--- src/rtl/issue_scheduler_pkg.sv ---
// rtl/issue_scheduler_pkg.sv - functional-unit classes and scheduler defaults
package issue_scheduler_pkg;

  typedef enum logic [1:0] {
    FU_ALU  = 2'd0,
    FU_MEM  = 2'd1,
    FU_MULT = 2'd2
  } FU_TYPE;

  localparam int NUM_RS_ENTRIES = 4;
  localparam int MULT_LATENCY   = 4;

endpackage

--- src/rtl/issue_scheduler_age_matrix.sv ---
// rtl/issue_scheduler_age_matrix.sv - allocation-order matrix and oldest-request select
module age_matrix #(
  parameter  int NUM_ENTRIES = 4,
  localparam int IDX_W       = $clog2(NUM_ENTRIES)
) (
  input  logic                   clock,
  input  logic                   reset,
  input  logic                   flush,
  input  logic                   alloc_valid,
  input  logic [IDX_W-1:0]       alloc_idx,
  input  logic [NUM_ENTRIES-1:0] req,
  output logic [NUM_ENTRIES-1:0] oldest
);

  // older[i][j]: entry i was allocated before entry j; the diagonal stays 0
  logic [NUM_ENTRIES-1:0][NUM_ENTRIES-1:0] older;
  logic [NUM_ENTRIES-1:0]                  blocked;

  always_ff @(posedge clock) begin
    if (reset) begin
      for (int i = 0; i < NUM_ENTRIES; i++) begin
        for (int j = 0; j < NUM_ENTRIES; j++) begin
          older[i][j] <= (i < j);
        end
      end
    end else if (alloc_valid && !flush) begin
      for (int j = 0; j < NUM_ENTRIES; j++) begin
        if (IDX_W'(j) != alloc_idx) begin
          older[alloc_idx][j] <= 1'b0;
          older[j][alloc_idx] <= 1'b1;
        end
      end
    end
  end

  always_comb begin
    blocked = '0;
    for (int i = 0; i < NUM_ENTRIES; i++) begin
      for (int j = 0; j < NUM_ENTRIES; j++) begin
        if (j != i) begin
          blocked[i] = blocked[i] | (req[j] & older[j][i]);
        end
      end
    end
    oldest = req & ~blocked;
  end

endmodule

--- src/rtl/issue_scheduler.sv ---
// rtl/issue_scheduler.sv - age-ordered RS issue arbiter with memory and multiplier hazards
module issue_scheduler #(
  parameter  int NUM_ENTRIES  = issue_scheduler_pkg::NUM_RS_ENTRIES,
  parameter  int MULT_LATENCY = issue_scheduler_pkg::MULT_LATENCY,
  localparam int IDX_W        = $clog2(NUM_ENTRIES)
) (
  input  logic                        clock,
  input  logic                        reset,
  input  logic                        flush,
  input  logic                        alloc_valid,
  input  logic [IDX_W-1:0]            alloc_idx,
  input  logic [NUM_ENTRIES-1:0]      entry_ready,
  input  logic [NUM_ENTRIES-1:0][1:0] entry_fu,
  input  logic                        mem_done,
  input  logic                        ex_stall,
  output logic [NUM_ENTRIES-1:0]      grant,
  output logic                        grant_valid,
  output logic [IDX_W-1:0]            grant_idx,
  output logic                        mem_busy,
  output logic                        mult_busy
);

  import issue_scheduler_pkg::*;

  localparam int CNT_W = $clog2(MULT_LATENCY + 1);

  typedef enum logic {
    MEM_IDLE,
    MEM_BUSY
  } mem_state_e;

  mem_state_e             mem_state;
  logic [CNT_W-1:0]       mult_cnt;
  logic [NUM_ENTRIES-1:0] elig;
  logic [NUM_ENTRIES-1:0] is_mem;
  logic [NUM_ENTRIES-1:0] is_mult;
  logic                   grant_mem;
  logic                   grant_mult;

  assign mult_busy = (mult_cnt != '0);

  // Unknown FU encodings fall through as ALU: no structural hazard applies
  always_comb begin
    is_mem  = '0;
    is_mult = '0;
    elig    = '0;
    for (int i = 0; i < NUM_ENTRIES; i++) begin
      is_mem[i]  = (entry_fu[i] == FU_MEM);
      is_mult[i] = (entry_fu[i] == FU_MULT);
      elig[i]    = entry_ready[i] & ~ex_stall & ~flush & ~reset
                 & ~(is_mem[i] & mem_busy) & ~(is_mult[i] & mult_busy);
    end
  end

  age_matrix #(
    .NUM_ENTRIES (NUM_ENTRIES)
  ) u_age_matrix (
    .clock       (clock),
    .reset       (reset),
    .flush       (flush),
    .alloc_valid (alloc_valid),
    .alloc_idx   (alloc_idx),
    .req         (elig),
    .oldest      (grant)
  );

  assign grant_valid = |grant;
  assign grant_mem   = |(grant & is_mem);
  assign grant_mult  = |(grant & is_mult);

  always_comb begin
    grant_idx = '0;
    for (int i = 0; i < NUM_ENTRIES; i++) begin
      if (grant[i]) begin
        grant_idx = grant_idx | IDX_W'(i);
      end
    end
  end

  always_ff @(posedge clock) begin
    if (reset || flush) begin
      mem_state <= MEM_IDLE;
      mem_busy  <= 1'b0;
    end else begin
      case (mem_state)
        MEM_IDLE: begin
          if (grant_mem) begin
            mem_state <= MEM_BUSY;
            mem_busy  <= 1'b1;
          end
        end
        MEM_BUSY: begin
          if (mem_done) begin
            mem_state <= MEM_IDLE;
            mem_busy  <= 1'b0;
          end
        end
        default: begin
          mem_state <= MEM_IDLE;
          mem_busy  <= 1'b0;
        end
      endcase
    end
  end

  // Loading LATENCY-1 leaves the unit free again exactly LATENCY cycles after a grant
  always_ff @(posedge clock) begin
    if (reset || flush) begin
      mult_cnt <= '0;
    end else if (grant_mult) begin
      mult_cnt <= CNT_W'(MULT_LATENCY - 1);
    end else if (mult_cnt != '0) begin
      mult_cnt <= mult_cnt - CNT_W'(1);
    end
  end

endmodule

--- config.mk ---
export PLATFORM = sky130hd
export DESIGN_NAME = issue_scheduler
export DESIGN_NICKNAME = d
export VERILOG_FILES = /design/src/rtl/issue_scheduler_pkg.sv /design/src/rtl/issue_scheduler_age_matrix.sv /design/src/rtl/issue_scheduler.sv
export SDC_FILE = /design/constraint.sdc
export NUM_CORES = 1
export LEC_CHECK = 0
export CORE_MARGIN = 4
export CORE_UTILIZATION = 49
export CTS_BUF_LIST = sky130_fd_sc_hd__clkbuf_8 sky130_fd_sc_hd__clkbuf_16
export DETAILED_ROUTE_END_ITERATION = 6
export PLACE_DENSITY = 0.79
export RECOVER_POWER = 50
export SKIP_CTS_REPAIR_TIMING = 1
export SLEW_MARGIN = 20
export SYNTH_ARGS = -nofsm -noshare
export SYNTH_HDL_FRONTEND = slang
export SYNTH_SLANG_ARGS = --single-unit
--- constraint.sdc ---
create_clock -name clock -period 2.4 [get_ports clock]
set_clock_uncertainty 0.15 [all_clocks]
set_input_delay 0.36 -clock clock [delete_from_list [all_inputs] [get_ports clock]]
set_output_delay 0.36 -clock clock [all_outputs]
set_load 0.1 [all_outputs]
### Yosys cells after proc, flatten, opt, wreduce, memory -nomap -nowiden

Cells that the tools add are included.

* reduce and logical (&&, ||, !) cells: 12
* bitwise gates (word level): 76
* equal/unequal tests: 13
* order comparisons: 2
* muxes and demuxes: 31
* $add $sub $neg: 1

Operators with widths (count)
* $mux W16: 10
* $and A16 B16 Y16: 4
* $not A16 Y16: 4
* $and A1 B1 Y1: 40
* $demux W4 S2: 4
* $or A4 B4 Y4: 4
* $and A4 B4 Y4: 3
* $not A1 Y1: 12
* $reduce_or A4 Y1: 3
* $mux W2: 5
* $eq A2 B1 Y1 const B: 4
* $eq A2 B2 Y1 const B: 4
* $or A1 B1 Y1: 8
* $mux W1: 7
* $reduce_or A5 Y1: 1
* $mux W4: 1
* $ne A2 B2 Y1 const A: 2
* $ne A2 B2 Y1 const B: 2
* $not A4 Y4: 1
* $pmux W1 S2: 2
* $reduce_bool A2 Y1: 2
* $lt A2 B3 Y1 const B: 1
* $mux W3: 1
* $reduce_bool A3 Y1: 1
* 8 further kinds: 9

* logic and storage cells: 143
* bits of input ports: 20
* register bits: 21

### Logic depth before layout (Yosys ltp)

Gate-level depths: netlist of the first run.

* word-level depth: 23
* gate-level depth with buffers: 9
* mapped depth without buffers: 7

### Hierarchy

From an unflattened synthesis of the first run, not the netlist that was laid out.

* cells, all modules: 110
* area total of the unflattened synthesis: 975.9 µm²

Modules (own cells, without submodules)
* age_matrix: cells each 61, area each 530.5 µm², instances 1
* issue_scheduler: cells each 49, area each 445.4 µm², instances 1

### Least setup slack after synthesis of the first run

Ideal clock, no wire load.

* kind: reg2out
* start: register mem_busy
* end: output grant_valid
* arrival: 2744 ps
* required time: 1890 ps
* buffers on the path: 0
* stages on the path, launching flop included: 6
* slack: -854 ps
* path through: dfxtp_1 -> and3b_4 -> a211oi_4 -> a2111oi_4 -> nand2_1 -> nand4_1

* longest elaborated chain between the ends: 10
* elaborated cells between the ends (all ways): 39
* classes of those cells: bitwise (38); reduce/logical (1)

RTL lines
* from (decl): line issue_scheduler.sv:19 `output logic mem_busy,`
* from (signal assigned): line issue_scheduler.sv:83 `mem_busy <= 1'b0;`
* from (signal assigned): line issue_scheduler.sv:89 `mem_busy <= 1'b1;`
* from (signal assigned): line issue_scheduler.sv:95 `mem_busy <= 1'b0;`
* $and A1 B1 Y1: line issue_scheduler.sv:51 `& ~(is_mem[i] & mem_busy) & ~(is_mult[i] & mult_busy);`
* $not A1 Y1: line issue_scheduler.sv:51
* $and A1 B1 Y1 (2 in series): line issue_scheduler.sv:51
* $and A1 B1 Y1: line issue_scheduler_age_matrix.sv:41 `blocked[i] = blocked[i] | (req[j] & older[j][i]);`
* $or A1 B1 Y1 (2 in series): line issue_scheduler_age_matrix.sv:41
* $not A4 Y4: line issue_scheduler_age_matrix.sv:45 `oldest = req & ~blocked;`
* $and A4 B4 Y4 (*): line issue_scheduler_age_matrix.sv:45
* $reduce_or A4 Y1 (*): line issue_scheduler.sv:67 `assign grant_valid = |grant;`
* to (decl): line issue_scheduler.sv:17 `output logic grant_valid,`

Mark *: on every way between the ends. The rest lies on a longest branch, timed or not.

### Final worst setup path of the first run

* start: register mult_cnt[0]
* end: output grant_valid

* longest elaborated chain between the ends: 10
* elaborated cells between the ends (all ways): 36
* classes of those cells: bitwise (34); reduce/logical (2)

RTL lines
* from (decl): line issue_scheduler.sv:33 `logic [CNT_W-1:0] mult_cnt;`
* from (signal assigned): line issue_scheduler.sv:111 `mult_cnt <= CNT_W'(MULT_LATENCY - 1);`
* from (signal assigned): line issue_scheduler.sv:113 `mult_cnt <= mult_cnt - CNT_W'(1);`
* $reduce_bool A3 Y1 (*): line issue_scheduler.sv:40 `assign mult_busy = (mult_cnt != '0);`
* $and A1 B1 Y1: line issue_scheduler.sv:51
* $not A1 Y1: line issue_scheduler.sv:51
* $and A1 B1 Y1: line issue_scheduler.sv:51
* $and A1 B1 Y1: line issue_scheduler_age_matrix.sv:41
* $or A1 B1 Y1 (2 in series): line issue_scheduler_age_matrix.sv:41
* $not A4 Y4: line issue_scheduler_age_matrix.sv:45
* $and A4 B4 Y4 (*): line issue_scheduler_age_matrix.sv:45
* $reduce_or A4 Y1 (*): line issue_scheduler.sv:67

Marked as above.

==> impl_metrics.json, run 1 <==
{
  "synthArstFlopShare": 0,
  "core_sq_mm": 0.00230,
  "r2r_slack_ps": 210,
  "final_cell_mix": "buf_4 (27), nand2_1 (16), nor2_1 (16)",
  "worstMarginPinSlew_ps": 442,
  "whs_ps": 354,
  "synthCells": 143,
  "holdPathEnd": "u_age_matrix.older[12]$_SDFFE_PP0P_",
  "min-delay-start": "reset",
  "syn_nets": 165,
  "critPathLaunchType": "register",
  "cts_buffers": 3,
  "final_antenna_net_count": 0,
  "cts.path.max_buffers": 2,
  "port_buffers": 28,
  "num_vias": 1389,
  "clk_pin_slew_worst_paths_ps": 80,
  "fillers": 120,
  "areaGrowthSynthToFinish_pct": 63.3,
  "diodes": 0,
  "drv_cap": 0,
  "wl_mm": 4.30,
  "final-setup-viol-count": 7,
  "run_status": "finished, violations left",
  "grt_pass1_vias": 1294,
  "dp_hpwl_mm": 2.84,
  "holdPathStages": 3,
  "fp.dieH_um": 57.8,
  "pwr_density_cell_mw_per_mm2": 443,
  "tritoncts": "built",
  "rsz0062_at_grt": "yes",
  "worstPathCellList": "inv_2 -> ha_4 -> nand2b_2 -> a211oi_4 -> a2111oi_4 -> nand3_2 -> nand4_1 -> buf_12",
  "cp-end-kind": "output pin",
  "row_count": 17,
  "crit_fanout": 5,
  "critPathMaxStageDelay_ps": 430,
  "drt_iter0_drc": 82,
  "yosysSeqAreaShare": 0.280,
  "antenna_found_initial": 0,
  "insertion_delay_ps": 260,
  "critical_path_class": "register to output pin",
  "track_usage": 0.225,
  "num_io_pins": 29,
  "fp.dieW_um": 57.8,
  "power.leakage_nw": 0.895,
  "slew_headroom": 0.704,
  "yosysWarnings": 0,
  "rr_endpoint": "mult_cnt[0]$_SDFFE_PP0P_",
  "fin_crit_ps": 2630,
  "grt_max_degree": 14,
  "final_common_cell": "buf_4",
  "violations": "setup timing",
  "hold_violations": 0,
  "reg2regPathDepth": 9,
  "tns_ps": -814,
  "htree_levels": 1,
  "root_buffer": "clkbuf_8",
  "drt_drc_violations_left": 0,
  "drive_above_1_share": 0.434,
  "vias_per_cell": 6.15,
  "hold_class": "primary input to register",
  "syn_area_sq_mm": 0.00122,
  "worstPathRequired_ps": 1890,
  "clock-sinks": 17,
  "synth_seq_cells": 17,
  "place.gp.congestion": 0.914,
  "grt_pass1_wl_mm": 5.83,
  "fin_nets": 221,
  "fmax_ghz": 0.381,
  "final-seq-area_sq_um": 347,
  "synth_edf_count": 0,
  "multi_input_area_sq_um": 932,
  "grt-ovfl-total": 0,
  "arrival_ps": 2120,
  "slew_violations": 0,
  "wl_per_cell_um": 19.0,
  "start_util": 0.529,
  "ys_types": 46,
  "die-area_sq_mm": 0.00334,
  "r2r_start": "mult_cnt[0]$_SDFFE_PP0P_",
  "fin_crit_sh": 1.09,
  "drt_pass1_iterations": 4,
  "cpMaxStageDelayCell": "a2111oi_4",
  "ir_drop_mv": 0.521,
  "synth_ff_type": "dfxtp_1",
  "place_ws_ps": -344,
  "syn_avg_cell_area_sq_um": 8.50,
  "finalWorstSetupSlack_ps": -227
}
[Yosys cell counts (2+ instances only)]
cell | number | area, sq um
a2111oi_2 | 3 | 45.0
nor2_1 | 16 | 60.1
and2_1 | 2 | 12.5
a221oi_2 | 2 | 30.0
nand2_1 | 19 | 71.3
and2b_2 | 2 | 17.5
a211oi_2 | 3 | 37.5
or2_2 | 2 | 12.5
o21bai_1 | 3 | 22.5
clkbuf_1 | 2 | 7.51
inv_1 | 9 | 33.8
ha_1 | 2 | 25.0
dfxtp_1 | 17 | 340
nand4_1 | 3 | 18.8
a41oi_1 | 2 | 17.5
and4b_1 | 2 | 20.0
nand3_1 | 3 | 15.0
nand2b_1 | 2 | 12.5
a211oi_1 | 8 | 60.1
nand4b_1 | 2 | 17.5
and3b_1 | 2 | 17.5
a21oi_1 | 11 | 55.1
o21ai_0 | 3 | 15.0
[worst max-delay path: cells and delay by family, from the launching register on]
kind / cells / cell delay (ps)
adders and majority gates: 1 / 170
AOI/OAI and AO/OA: 2 / 560
DFF: 1 / 360
and+or+nand+nor: 3 / 510
buffers and inverters: 2 / 250
[where the power goes]
| part | leakage (nW) | internal (mW) | total, mW | switching, mW |
|---|---|---|---|---|
| logic | 0.729 | 0.154 | 0.340 | 0.186 |
| registers | 0.140 | 0.295 | 0.310 | 0.0148 |
| clock network | 0.0255 | 0.116 | 0.230 | 0.114 |
[metal layers]
layer	track usage	wire, um	up-vias
met3	0.0401	281	15
met2	0.432	2240	63
met1	0.246	1640	673
met5	0	0	-
li1	-	-	638
met4	0.0728	134	0
[kinds of logic after synthesis]
family                     after synthesis  share of synthesized area
AOI/OAI and AO/OA                       44                      0.321
DFF                                     17                      0.280
muxes                                    1                    0.00823
adders and majority gates                2                     0.0206
and+or+nand+nor                         64                      0.296
xor gates and xnor gates                 1                    0.00720
buffers and inverters                   14                     0.0669
[per-stage QoR]
stage                      util  std cells  cell area, sq um  total power [mW]
after floorplan               -        143              1270             0.504
after global placement    0.761        213              1750             0.592
after detailed placement  0.761        213              1750             0.602
after CTS                 0.781        217              1790             0.822
after global routing      0.864        226              1990             0.912
final                     0.864        226              1990             0.879
[worst max-delay path by stage]
stage / start / slack [ps] / endpoint
after detailed placement: entry_fu[6] / -340 / grant_valid
after global placement: entry_fu[6] / -240 / grant_valid
after CTS: entry_fu[6] / -360 / grant_valid
after global routing: mult_cnt[0]$_SDFFE_PP0P_ / -320 / grant_valid
final: mult_cnt[0]$_SDFFE_PP0P_ / -230 / grant_valid
after floorplan: mult_cnt[0]$_SDFFE_PP0P_ / -370 / grant_valid
[layout make-up]
class                   instances  area share
multi-input cells             113       0.469
repair buffers                 55       0.298
flip-flops and latches         17       0.175
clock buffers                   3      0.0208
well taps                      28      0.0176
inverters                       9      0.0170
clock inverters                 1     0.00252
No activity file was read; power rests on OpenSTA's default activity.
==> inputs of run 2 (changes only) <==
--- a/config.mk
+++ b/config.mk
@@ -7,7 +7,6 @@
 export LEC_CHECK = 0
 export CORE_MARGIN = 4
 export CORE_UTILIZATION = 49
-export CTS_BUF_LIST = sky130_fd_sc_hd__clkbuf_8 sky130_fd_sc_hd__clkbuf_16
 export DETAILED_ROUTE_END_ITERATION = 6
 export PLACE_DENSITY = 0.79
 export RECOVER_POWER = 50
==> run 2 against run 1 <==
Worst hold slack lost 12 ps. Critical path depth is 1 lower. Total power decreased by 7.4%. Worst setup slack lost 44 ps. The flow still finishes with violations (setup timing). First-iteration DRC count is 6.1% lower. Largest cell class unchanged. Non-clock buffer count rose by 4. Critical endpoint unchanged. Register-to-register slack improved by 40 ps. Sequential power hardly changed. Clock-buffer cell count did not move.
==> impl_metrics.json, run 2 (same netlist as run 1, synthesis figures left out) <==
{
  "run_status": "finished, violations left",
  "violations": "setup timing",
  "fp.dieW_um": 57.8,
  "start_util": 0.529,
  "hold_violations": 0,
  "hold_class": "register to register",
  "internal-power_mw": 0.515,
  "wl_mm": 4.20,
  "num_vias": 1398,
  "die-area_sq_mm": 0.00334,
  "drt_drc_violations_left": 0,
  "grt_pass1_vias": 1301,
  "netSwitchingFraction": 0.367,
  "worstMarginPinSlew_ps": 546,
  "reg2regPathDepth": 10,
  "holdPathStages": 1,
  "final_common_cell": "buf_4",
  "design_area_sq_mm": 0.00196,
  "fin_crit_ps": 2670,
  "whs_ps": 342,
  "pwr_density_cell_mw_per_mm2": 415,
  "finalWorstSetupSlack_ps": -270,
  "cp-end-kind": "output pin",
  "row_count": 17,
  "arrival_ps": 2160,
  "worstPathRequired_ps": 1890,
  "place.gp.congestion": 0.914,
  "fp.dieH_um": 57.8,
  "cts_buffers": 3,
  "net-switching-power_mw": 0.298,
  "rr_endpoint": "mult_cnt[0]$_SDFFE_PP0P_",
  "fin_crit_sh": 1.11,
  "drt_iter0_drc": 77,
  "core_sq_mm": 0.00230,
  "crit_fanout": 5,
  "cts.path.max_buffers": 2,
  "tns_ps": -1290,
  "antenna_found_initial": 0,
  "slew_violations": 0,
  "clock-sinks": 17,
  "num_io_pins": 29,
  "clk_pin_slew_worst_paths_ps": 100,
  "fin_nets": 225,
  "grt_pass1_wl_mm": 5.78,
  "final-setup-viol-count": 7,
  "critPathLaunchType": "primary input",
  "drive_above_1_share": 0.431,
  "areaGrowthSynthToFinish_pct": 61.3,
  "htree_levels": 1,
  "track_usage": 0.221,
  "power.leakage_nw": 0.860,
  "diodes": 0,
  "drt_pass1_iterations": 4,
  "port_buffers": 28,
  "critical_path_class": "primary input to output pin",
  "seq_power_share": 0.379,
  "drv_cap": 0,
  "tritoncts": "built",
  "p_comb_frac": 0.419,
  "slew_headroom": 0.638,
  "place_area_sq_mm": 0.00175,
  "final_antenna_net_count": 0,
  "fmax_ghz": 0.374,
  "p_total_mw": 0.814,
  "root_buffer": "clkbuf_4",
  "dp_hpwl_mm": 2.84,
  "ir_drop_mv": 0.473,
  "final_cell_mix": "buf_4 (28), nand2_1 (16), nor2_1 (15)",
  "vias_per_cell": 6.08,
  "rsz0062_at_grt": "yes",
  "grt_max_degree": 14,
  "clkPwrFrac": 0.202,
  "wl_per_cell_um": 18.2,
  "r2r_start": "mult_cnt[0]$_SDFFE_PP0P_",
  "place_ws_ps": -344,
  "r2r_slack_ps": 250,
  "grt-ovfl-total": 0,
  "insertion_delay_ps": 310
}
-- run 2: power by group through the flow --
stage               Sequential [mW]  Combinational [mW]  Clock, mW
floorplan                     0.310               0.194          0
global placement              0.312               0.280          0
detailed placement            0.313               0.289          0
CTS                           0.306               0.290      0.163
global route                  0.310               0.360      0.178
finish                        0.309               0.341      0.164
-- run 2: worst max path at each step --
| stage | from | to | slack (ps) | cells after the start |
|---|---|---|---|---|
| global route | mult_cnt[0]$_SDFFE_PP0P_ | grant_valid | -340 | 9 |
| finish | entry_fu[2] | grant_valid | -270 | 7 |
| floorplan | mult_cnt[0]$_SDFFE_PP0P_ | grant_valid | -370 | 9 |
| detailed placement | entry_fu[6] | grant_valid | -340 | 8 |
| CTS | entry_fu[6] | grant_valid | -350 | 8 |
| global placement | entry_fu[6] | grant_valid | -240 | 8 |
-- run 2: metal layers --
metal	vias to the layer above	track usage	part of all wire
li1	643	-	-
met1	656	0.247	0.38
met2	75	0.415	0.50
met3	24	0.0334	0.071
met4	0	0.0828	0.046
met5	-	0	0
-- run 2: through the flow --
stage | std cells | utilization
detailed placement | 213 | 0.761
CTS | 217 | 0.773
floorplan | 143 | -
finish | 230 | 0.854
global placement | 213 | 0.761
global route | 230 | 0.854
-- run 2: cell type report --
type                       count  area [sq um]
clock inverter                 1          5.00
tap                           28          35.0
clock buffer                   3          22.5
multi-input combinational    113           912
timing repair buffer          59           607
inverter                       9          33.8
fill                         125           335
sequential                    17           347
-- run 2: worst max-delay path, stage by stage --
cell	delay, ps
clkdlybuf4s50_1	440
and2b_2	340
a211oi_4	110
a2111oi_4	370
nand3_1	160
nand4_1	190
buf_12	190
==> inputs of run 3 (changes only) <==
--- a/config.mk
+++ b/config.mk
@@ -5,6 +5,7 @@
 export SDC_FILE = /design/constraint.sdc
 export NUM_CORES = 1
 export LEC_CHECK = 0
+export CAP_MARGIN = 25
 export CORE_MARGIN = 4
 export CORE_UTILIZATION = 49
 export DETAILED_ROUTE_END_ITERATION = 6
==> results of run 3 <==
Same layout as run 2: the final DEF is identical, and so are final timing and power.
